[config.mk]
export PLATFORM = sky130hd
export DESIGN_NAME = wb_commit_ctrl
export DESIGN_NICKNAME = d
export VERILOG_FILES = /design/src/rtl/wb_commit_ctrl.sv
export SDC_FILE = /design/constraint.sdc
export NUM_CORES = 1
export LEC_CHECK = 0
export BUFFER_PORTS_ARGS = -buffer_cell sky130_fd_sc_hd__buf_4
export CELL_PAD_IN_SITES_DETAIL_PLACEMENT = 1
export CELL_PAD_IN_SITES_GLOBAL_PLACEMENT = 1
export CORE_ASPECT_RATIO = 2
export CORE_MARGIN = 8
export CORE_UTILIZATION = 42
export DETAILED_ROUTE_END_ITERATION = 7
export PLACE_DENSITY = 0.93
export SLEW_MARGIN = 20
export SYNTH_ARGS = -nofsm -noshare
export SYNTH_HDL_FRONTEND = slang
export SYNTH_SLANG_ARGS = --single-unit
[constraint.sdc]
create_clock -name clk -period 5.9 [get_ports clk]
set_input_delay 0.59 -clock clk [delete_from_list [all_inputs] [get_ports clk]]
set_output_delay 0.59 -clock clk [all_outputs]
set_load 0.02 [all_outputs]
[src/rtl/wb_commit_ctrl.sv]
`default_nettype none
// ============================================================================
// wb_commit_ctrl : writeback commit mux, in-order load-return FIFO, busy board
// Rev 1.0
// ============================================================================
module wb_commit_ctrl #(
   parameter int ADDR_WIDTH = 5,
   parameter int DATA_WIDTH = 32,
   parameter int LQ_DEPTH   = 2
) (
   input  logic                          clk,
   input  logic                          rst_n,
   input  logic                          alu_valid,
   input  logic [ADDR_WIDTH-1:0]         alu_rd,
   input  logic [DATA_WIDTH-1:0]         alu_data,
   input  logic                          ld_issue,
   input  logic [ADDR_WIDTH-1:0]         ld_issue_rd,
   input  logic                          ld_valid,
   input  logic [ADDR_WIDTH-1:0]         ld_rd,
   input  logic [DATA_WIDTH-1:0]         ld_data,
   output logic                          ld_ready,
   input  logic [ADDR_WIDTH-1:0]         chk_rs1,
   input  logic [ADDR_WIDTH-1:0]         chk_rs2,
   input  logic [ADDR_WIDTH-1:0]         chk_rd,
   output logic                          hazard,
   output logic [(1<<ADDR_WIDTH)-1:0]    busy_vec,
   output logic [$clog2(LQ_DEPTH):0]     lq_count,
   output logic                          wen,
   output logic [ADDR_WIDTH-1:0]         waddr,
   output logic [DATA_WIDTH-1:0]         wdata
);

   localparam int                  c_nreg  = 1 << ADDR_WIDTH;
   localparam int                  c_ptr_w = $clog2(LQ_DEPTH);
   localparam int                  c_cnt_w = c_ptr_w + 1;
   localparam logic [c_cnt_w-1:0]  c_full  = c_cnt_w'(LQ_DEPTH);
   localparam logic [c_cnt_w-1:0]  c_one   = c_cnt_w'(1);
   localparam logic [c_ptr_w-1:0]  c_pone  = c_ptr_w'(1);

   logic [ADDR_WIDTH-1:0] r_lq_rd   [LQ_DEPTH];
   logic [DATA_WIDTH-1:0] r_lq_data [LQ_DEPTH];
   logic [c_ptr_w-1:0]    r_wr_ptr;
   logic [c_ptr_w-1:0]    r_rd_ptr;
   logic [c_cnt_w-1:0]    r_count;
   logic [c_nreg-1:0]     r_busy;

   logic                  w_empty;
   logic                  w_full;
   logic                  w_ld_ready;
   logic                  w_push;
   logic                  w_pop;
   logic [ADDR_WIDTH-1:0] w_head_rd;
   logic [DATA_WIDTH-1:0] w_head_data;
   logic                  w_sel_vld;
   logic [ADDR_WIDTH-1:0] w_sel_rd;
   logic [DATA_WIDTH-1:0] w_sel_data;
   logic [c_nreg-1:0]     w_busy_nxt;

   assign w_empty     = (r_count == '0);
   assign w_full      = (r_count == c_full);
   assign w_ld_ready  = rst_n & ~w_full;
   assign w_push      = ld_valid & w_ld_ready;
   // ALU results are never stalled, so the FIFO only drains on ALU-idle cycles
   assign w_pop       = rst_n & ~alu_valid & ~w_empty;
   assign w_head_rd   = r_lq_rd[r_rd_ptr];
   assign w_head_data = r_lq_data[r_rd_ptr];

   always_comb begin
      w_sel_vld  = 1'b0;
      w_sel_rd   = '0;
      w_sel_data = '0;
      if (rst_n && alu_valid) begin
         w_sel_vld  = 1'b1;
         w_sel_rd   = alu_rd;
         w_sel_data = alu_data;
      end else if (w_pop) begin
         w_sel_vld  = 1'b1;
         w_sel_rd   = w_head_rd;
         w_sel_data = w_head_data;
      end
   end

   assign wen      = w_sel_vld & (w_sel_rd != '0);
   assign waddr    = w_sel_rd;
   assign wdata    = w_sel_data;
   assign ld_ready = w_ld_ready;
   assign lq_count = rst_n ? r_count : '0;
   assign busy_vec = r_busy;
   assign hazard   = rst_n & (r_busy[chk_rs1] | r_busy[chk_rs2] | r_busy[chk_rd]);

   // Set after clear so a same-cycle reissue of the popped rd stays busy
   always_comb begin
      w_busy_nxt = r_busy;
      if (w_pop) begin
         w_busy_nxt[w_head_rd] = 1'b0;
      end
      if (ld_issue && (ld_issue_rd != '0)) begin
         w_busy_nxt[ld_issue_rd] = 1'b1;
      end
      w_busy_nxt[0] = 1'b0;
   end

   always_ff @(posedge clk) begin
      if (!rst_n) begin
         r_wr_ptr <= '0;
         r_rd_ptr <= '0;
         r_count  <= '0;
         r_busy   <= '0;
      end else begin
         r_busy <= w_busy_nxt;
         if (w_push) begin
            r_wr_ptr <= r_wr_ptr + c_pone;
         end
         if (w_pop) begin
            r_rd_ptr <= r_rd_ptr + c_pone;
         end
         case ({w_push, w_pop})
            2'b10:   r_count <= r_count + c_one;
            2'b01:   r_count <= r_count - c_one;
            default: r_count <= r_count;
         endcase
      end
   end

   always_ff @(posedge clk) begin
      if (w_push) begin
         r_lq_rd[r_wr_ptr]   <= ld_rd;
         r_lq_data[r_wr_ptr] <= ld_data;
      end
   end

   a_alu_rd_not_busy : assert property (
      @(posedge clk) disable iff (!rst_n) alu_valid |-> !r_busy[alu_rd]
   );

endmodule
`default_nettype wire

==> metrics.md, run 1 <==
| Metric | Value |
|---|---|
| Worst slew margin relative to its limit | 28.1% |
| Area grow syn2layout | 29.2% |
| Tmin final | 3.28 ns |
| Outcome | finished, final reports clean |
| Area of the multi-input gates | 0.00232 mm^2 |
| Initial antenna violation count | 0 |
| Max_cap viols | 0 |
| Worst-path cell with the longest stage delay | or3_1 |
| Worst Min Path Start | ld_rd[4] |
| Cell Area, Synth | 0.00548 mm^2 |
| Clock buffer depth | 2 |
| Predominant post-synthesis flop cell | edfxtp_1 |
| RSZ-0062 raised after global routing | no |
| Fin worst setup slack | 2.62 ns |
| TritonCTS buffer count | 9 |
| Clk sinks | 110 |
| Reg-to-reg critical path startpoint | r_count[1] |
| Pins Over Slew Limit | 0 |
| GRT Total Usage | 21.7% |
| Post-CTS Hold Fix Bufs | 0 |
| Vias in the first global route | 5304 |
| R2r worst-path depth | 7 |
| Die height | 178 um |
| Crit path DAT | 2.69 ns |
| WP buf/inv | 4 |
| Sequential area share after synthesis | 53.7% |
| Startpoint class of the critical path | primary input |
| CTS H-tree lvls | 3 |
| Dpl hpwl | 15.2 mm |
| Routability Congestion | 0.960 |
| Crit-path max cell delay | 0.60 ns |
| Crit-path cells | buf_4 > inv_2 > or3_1 > buf_4 > o21ai_0 > nor2_1 > nand2_1 > buf_4 |
| Fmax | 304 MHz |
| Final Hold Fails | 0 |
| Clock Skew | 0.0132 ns |
| Fin nets | 750 |
| Syn Inst Count | 496 |
| Netlist cell types | 49 |
| Mean Syn Cell Area | 11.1 um^2 |
| Clk pin slew, worst setup/hold paths | 0.08 ns |
| R2r setup slk | 3.66 ns |
| Largest net degree at the start of global routing | 52 |
| Die Width | 96.8 um |
| Data required, critical path | 5.31 ns |
| PwrDens | 243 mW/mm^2 |
| Drc violations | 0 |
| # diodes | 0 |
| Total chip power | 1.72 mW |
| Crit path top cell by count | buf_4 |
| Initial core utilization | 42.4% |
| Worst R2R End | busy_vec[24] |
| Placed Instances | 791 |
| Pre-CTS worst setup slack | 2.69 ns |
| Core area | 0.0129 mm^2 |
| Via-to-Cell Ratio | 5.95 |
| CTS resizes | 0 |
| Async set-reset flop share out of synthesis | 0% |
| Post-CTS setup buffers | 0 |
| Register area | 0.00294 mm^2 |
| Antenna-violating nets left | 0 |
| Yosys warnings | 0 |
| Syn nets | 596 |
| WS Path Type | in2out |
| Root Driver | clkbuf_16 |
| Leak | 2.69 nW |
| Count of final setup violators | 0 |
| Cell Rows | 59 |
| # fillers | 1407 |
| Worst VDD drop | 0.219 mV |
| FF+latch count, synth | 110 |
| Port bufs | 171 |
| CP max FO | 40 |
| Worst slew pin tran | 1.08 ns |
| Cells on Worst Hold Path | 1 |
| Die Area | 0.0172 mm^2 |
| Final TNS setup | 0 ns |
| Vias | 4802 |
| DR pass1 iterations | 4 |
| EDFF count, synth | 74 |
| Fin crit share | 55.7% |
| Min-Delay Path Class | in2reg |
| Ports | 173 |
| Routed WL per cell | 23.9 um |
| Hold Path End | r_lq_rd[0][4] |
| Initial DRC count | 299 |
| CP delay by family, top | simple AND/OR/NAND/NOR gates |
| Total routed wirelength | 19.3 mm |
| Stages on worst setup path | 8 |
| Crit end category | output pin |
| Share of layout cells above drive strength 1 | 32.2% |
| CTS tree | done |
| Grt ovf | 0 |
| First-pass GRT wire length | 29.1 mm |
| Fin cells | 807 |
| Clock latency on the worst-skew pair | 0.34 ns |
[registers in the layout, indices dropped and copies added, names as in the netlist, named ones only]
signal / count
r_lq_data: 64
busy_vec: 31
r_wr_ptr: 1
r_count: 2
r_rd_ptr: 1
r_lq_rd: 10
[cell families after synthesis]
kind of cell | after synthesis | share of synthesized area [%]
flops | 110 | 53.7
compound gates | 132 | 13.8
other cells | 1 | 0.0684
buf+inv | 44 | 4.27
xor+xnor | 4 | 0.639
fa+ha+maj | 1 | 0.228
simple gates | 139 | 11.1
mux | 65 | 16.3
[placed cells by master, fill, tap and decap left out, types with 3 or more instances in the layout]
| master | n |
|---|---|
| nor2_1 | 19 |
| mux2i_1 | 44 |
| inv_1 | 11 |
| nand2_1 | 87 |
| clkbuf_16 | 9 |
| a32o_1 | 3 |
| o21ai_1 | 8 |
| a21oi_1 | 38 |
| dfxtp_1 | 35 |
| nand2b_1 | 3 |
| mux4_1 | 6 |
| nor3_1 | 3 |
| xnor2_1 | 3 |
| mux2_2 | 4 |
| a2111oi_0 | 6 |
| edfxtp_1 | 74 |
| mux4_2 | 11 |
| and2_1 | 3 |
| buf_4 | 174 |
| nor2b_1 | 9 |
| a221oi_1 | 3 |
| o21ai_0 | 63 |
[cell usage after synthesis (2+ instances only)]
| library cell | n | area share (%) |
|---|---|---|
| a21oi_1 | 38 | 3.5 |
| inv_1 | 11 | 0.75 |
| o21ai_0 | 63 | 5.8 |
| buf_1 | 3 | 0.21 |
| and2_1 | 3 | 0.34 |
| nand4_1 | 2 | 0.23 |
| edfxtp_1 | 74 | 41 |
| a2111oi_0 | 6 | 0.96 |
| mux4_2 | 11 | 4.5 |
| or3_1 | 2 | 0.23 |
| buf_2 | 5 | 0.46 |
| mux4_1 | 6 | 2.9 |
| buf_6 | 6 | 1.2 |
| o2bb2ai_1 | 2 | 0.32 |
| nand4b_1 | 2 | 0.32 |
| a32o_1 | 3 | 0.55 |
| a221oi_1 | 3 | 0.48 |
| nor3b_1 | 2 | 0.27 |
| clkbuf_1 | 14 | 0.96 |
| mux2i_1 | 44 | 8.0 |
| nor2b_1 | 9 | 1.0 |
| o21ai_1 | 8 | 0.73 |
| nor2_1 | 21 | 1.4 |
| nand2b_1 | 3 | 0.34 |
| inv_2 | 2 | 0.14 |
| nand2_1 | 87 | 6.0 |
| dfxtp_1 | 36 | 13 |
| mux2_2 | 4 | 0.82 |
| xnor2_1 | 3 | 0.48 |
| buf_4 | 2 | 0.27 |
| nor3_1 | 3 | 0.27 |
[cell type report]
type / instances / area share (%)
sequential: 110 / 41.6
multi-input combinational: 342 / 32.8
timing repair buffer: 174 / 18.4
clock buffer: 9 / 3.18
tap: 152 / 2.69
clock inverter: 7 / 0.689
inverter: 13 / 0.689
[per-stage QoR]
| step | hold slack, ns | instance area (um^2) | util (%) |
|---|---|---|---|
| floorplan | 0.477 | 5480 | - |
| global placement | 0.493 | 6810 | 52.7 |
| detailed placement | 0.522 | 6810 | 52.7 |
| CTS | 0.420 | 7080 | 54.8 |
| global route | 0.417 | 7080 | 54.8 |
| finish | 0.427 | 7080 | 54.8 |
[power by group]
group / switching, mW / internal [mW] / leakage [nW]
registers: 0.0148 / 0.853 / 0.971
logic: 0.166 / 0.122 / 1.58
clock network: 0.276 / 0.288 / 0.133
total: 0.456 / 1.26 / 2.69
[layer usage]
layer,routed length [um],GRT usage (%),up-vias
li1,-,-,2144
met1,6240,19.1,2357
met2,10800,41.8,231
met3,1090,4.95,70
met4,1170,15.4,0
met5,0,0,-
[worst register-to-register path, stage by stage, from the launching register on]
cell     delay, ns
dfxtp_1       0.41
nor2_1        0.06
or3_1         0.45
buf_4         0.29
inv_2         0.16
o21ai_1       0.31
o21ai_0       0.32
a21oi_1       0.10
[worst max-delay path by stage]
stage                                  to  slack (ns)   from
after global placement                wen        2.73  rst_n
after detailed placement              wen        2.69  rst_n
after global routing                  wen        2.47  rst_n
after floorplan           r_lq_data[0][0]        2.66  rst_n
final                                 wen        2.62  rst_n
after CTS                             wen        2.63  rst_n
Note: power is estimated with default switching activity, not from simulation.
==> inputs of run 2 (changes only) <==
--- a/config.mk
+++ b/config.mk
@@ -10,9 +10,9 @@
 export CELL_PAD_IN_SITES_GLOBAL_PLACEMENT = 1
 export CORE_ASPECT_RATIO = 2
 export CORE_MARGIN = 8
-export CORE_UTILIZATION = 42
+export CORE_UTILIZATION = 39
 export DETAILED_ROUTE_END_ITERATION = 7
-export PLACE_DENSITY = 0.93
+export PLACE_DENSITY = 0.88
 export SLEW_MARGIN = 20
 export SYNTH_ARGS = -nofsm -noshare
 export SYNTH_HDL_FRONTEND = slang
==> constraint.sdc (replaced) <==
create_clock -name clk -period 3.36 [get_ports clk]
set_input_delay 0.336 -clock clk [delete_from_list [all_inputs] [get_ports clk]]
set_output_delay 0.336 -clock clk [all_outputs]
set_load 0.02 [all_outputs]
==> run 2 against run 1 <==
Against the previous run: final cell count is 5.2% higher; clock power is 79% higher; utilization is 2.9 points lower; sequential power is 76% higher; hold slack worse by 0.25 ns; non-clock buffer count is 4 higher; total power is 77% higher; register-to-register slack worse by 2.5 ns; count of clock-buffer cells in the layout is 3 higher; die area is 6.7% higher; clock skew is 0.0042 ns lower; setup slack worse by 1.8 ns.
==> metrics.md, run 2 (same netlist as run 1, synthesis figures left out) <==
| Metric | Value |
|---|---|
| Most frequent cells in the layout | buf_4 (178), nand2_1 (87), edfxtp_1 (74) |
| Drc violations | 0 (unchanged) |
| Routed WL per cell | 22.6 um (-5.5%) |
| R2r setup slk | 1.18 ns (-2.48 ns) |
| Reg-to-reg critical path startpoint | r_count[0] |
| Min-Delay Path Class | in2reg |
| Worst Min Path Start | ld_data[11] |
| WS Path Type | reg2out |
| Crit path DAT | 2.16 ns (-0.53 ns) |
| Fmax | 401 MHz |
| Via-to-Cell Ratio | 5.50 (-7.6%) |
| Max_cap viols | 0 (unchanged) |
| Cell Rows | 61 (+3.4%) |
| Worst R2R End | r_lq_rd[0][1] |
| Antenna-violating nets left | 0 (unchanged) |
| Clock Skew | 0.00905 ns (-0.00416 ns) |
| Stages on worst setup path | 6 (-2) |
| Share of layout cells above drive strength 1 | 32.6% (+0.41 points) |
| Die Width | 99.8 um (+3.2%) |
| CTS resizes | 0 (unchanged) |
| Pins Over Slew Limit | 0 (unchanged) |
| Total chip power | 3.04 mW (+77%) |
| Area grow syn2layout | 30.9% |
| Worst VDD drop | 0.341 mV (+56%) |
| Tmin final | 2.50 ns |
| Clk sinks | 110 (unchanged) |
| Data required, critical path | 3.02 ns (-2.29 ns) |
| Worst slew pin tran | 0.812 ns (-0.264 ns) |
| Die Area | 0.0183 mm^2 (+6.7%) |
| Initial antenna violation count | 1 (+1) |
| Die height | 184 um (+3.4%) |
| CP delay by family, top | multiplexers |
| First-pass GRT wire length | 29.5 mm (+1.6%) |
| Outcome | finished, final reports clean |
| Clock buffer depth | 2 (unchanged) |
| Largest net degree at the start of global routing | 39 (-25%) |
| Vias | 4669 (-2.8%) |
| Clock latency on the worst-skew pair | 0.34 ns (about the same) |
| Worst slew margin relative to its limit | 45.8% (+18 points) |
| Core area | 0.0138 mm^2 (+6.9%) |
| Clk pin slew, worst setup/hold paths | 0.07 ns (about the same) |
| Initial core utilization | 39.7% (-2.8 points) |
| Startpoint class of the critical path | flip-flop |
| Commonest non-fill, non-tap cell in the layout | buf_4 |
| Initial DRC count | 162 (-46%) |
| Fin crit share | 74.3% |
| Routability Congestion | 0.958 (-0.24%) |
| Total routed wirelength | 19.2 mm (-0.55%) |
| RSZ-0062 raised after global routing | no |
| Max reg flops | 64 (unchanged) |
| Vias in the first global route | 5459 (+2.9%) |
| Ports | 173 (unchanged) |
| Post-CTS setup buffers | 0 (unchanged) |
| CTS H-tree lvls | 3 (unchanged) |
| PwrDens | 424 mW/mm^2 (+75%) |
| Fin nets | 754 (+0.53%) |
| Worst-path cell with the longest stage delay | mux4_1 |
| Final Hold Fails | 0 (unchanged) |
| Post-CTS Hold Fix Bufs | 0 (unchanged) |
| Crit end category | output pin |
| Largest reg by FF count | r_lq_data |
| DR pass1 iterations | 4 (unchanged) |
| Count of final setup violators | 0 (unchanged) |
| Port bufs | 171 (unchanged) |
| GRT Total Usage | 21.0% (-0.78 points) |
| CTS tree | done |
| Crit path to | hazard |
| Root Driver | clkbuf_16 |
| WP buf/inv | 1 (-3) |
| Final TNS setup | 0 ns (unchanged) |
| CP max FO | 5 (-88%) |
| TritonCTS buffer count | 9 (unchanged) |
| R2r worst-path depth | 5 (-2) |
| Crit-path cells | mux4_1 > mux2i_1 > o32ai_1 > a2111oi_2 > a41oi_1 > buf_4 |
| Crit-path max cell delay | 0.51 ns (-0.09 ns) |
| Dpl hpwl | 15.3 mm (+0.67%) |
| Leak | 2.71 nW (+0.99%) |
| Grt ovf | 0 (unchanged) |
| CP Launch Point | busy_vec[27] |
## run 2: cell types whose count changed in the layout (fill, tap and decap cells not counted)
| cell | before | now |
|---|---|---|
| clkbuf_1 | 0 | 2 |
| clkbuf_16 | 9 | 10 |
| inv_4 | 0 | 1 |
| inv_8 | 1 | 0 |
| clkinv_1 | 2 | 0 |
| diode_2 | 0 | 1 |
| buf_4 | 174 | 178 |
| clkinv_4 | 1 | 0 |
## run 2: worst min-delay path by stage
stage | to | slack, ns | depth (start not counted)
2_1_floorplan | r_lq_data[0][0] | 0.43 | 0
3_3_place_gp | r_rd_ptr | 0.50 | 2
6_report | r_lq_data[1][11] | 0.18 | 1
4_1_cts | r_lq_data[0][5] | 0.17 | 1
5_1_grt | r_lq_data[0][5] | 0.17 | 1
3_5_place_dp | flip-flop | 0.51 | 2
## run 2: layer usage
layer | GRT usage (%) | routed length, um | share of wire (%) | vias to the layer above
met5 | 0 | 0 | 0 | -
met4 | 13.7 | 931 | 4.9 | 0
met3 | 5.24 | 1350 | 7.0 | 50
met2 | 40.2 | 10900 | 57 | 197
met1 | 18.3 | 5960 | 31 | 2280
li1 | - | - | - | 2142
## run 2: where the power goes
group / switching, mW / total [mW] / internal [mW]
logic: 0.288 / 0.506 / 0.218
registers: 0.0309 / 1.53 / 1.50
clock network: 0.459 / 1.01 / 0.551
total: 0.778 / 3.04 / 2.27
## run 2: per-stage QoR
stage	hold WS, ns	utilization (%)	instances	worst slack [ns]	cell area [um^2]
floorplan	0.435	-	496	0.282	5480
global placement	0.499	49.8	832	1.02	6890
detailed placement	0.510	49.8	832	1.00	6890
CTS	0.169	51.9	848	0.831	7170
global route	0.167	51.9	849	0.641	7170
finish	0.178	51.9	849	0.863	7170
## run 2: final cells by class
class / instances / area, um^2
inverters: 13 / 48.8
well taps: 189 / 236
clock buffers: 12 / 258
multi-input cells: 342 / 2320
diodes: 1 / 2.50
fillers: 1495 / 6640
flip-flops and latches: 110 / 2940
clock inverters: 4 / 27.5
repair buffers: 178 / 1340
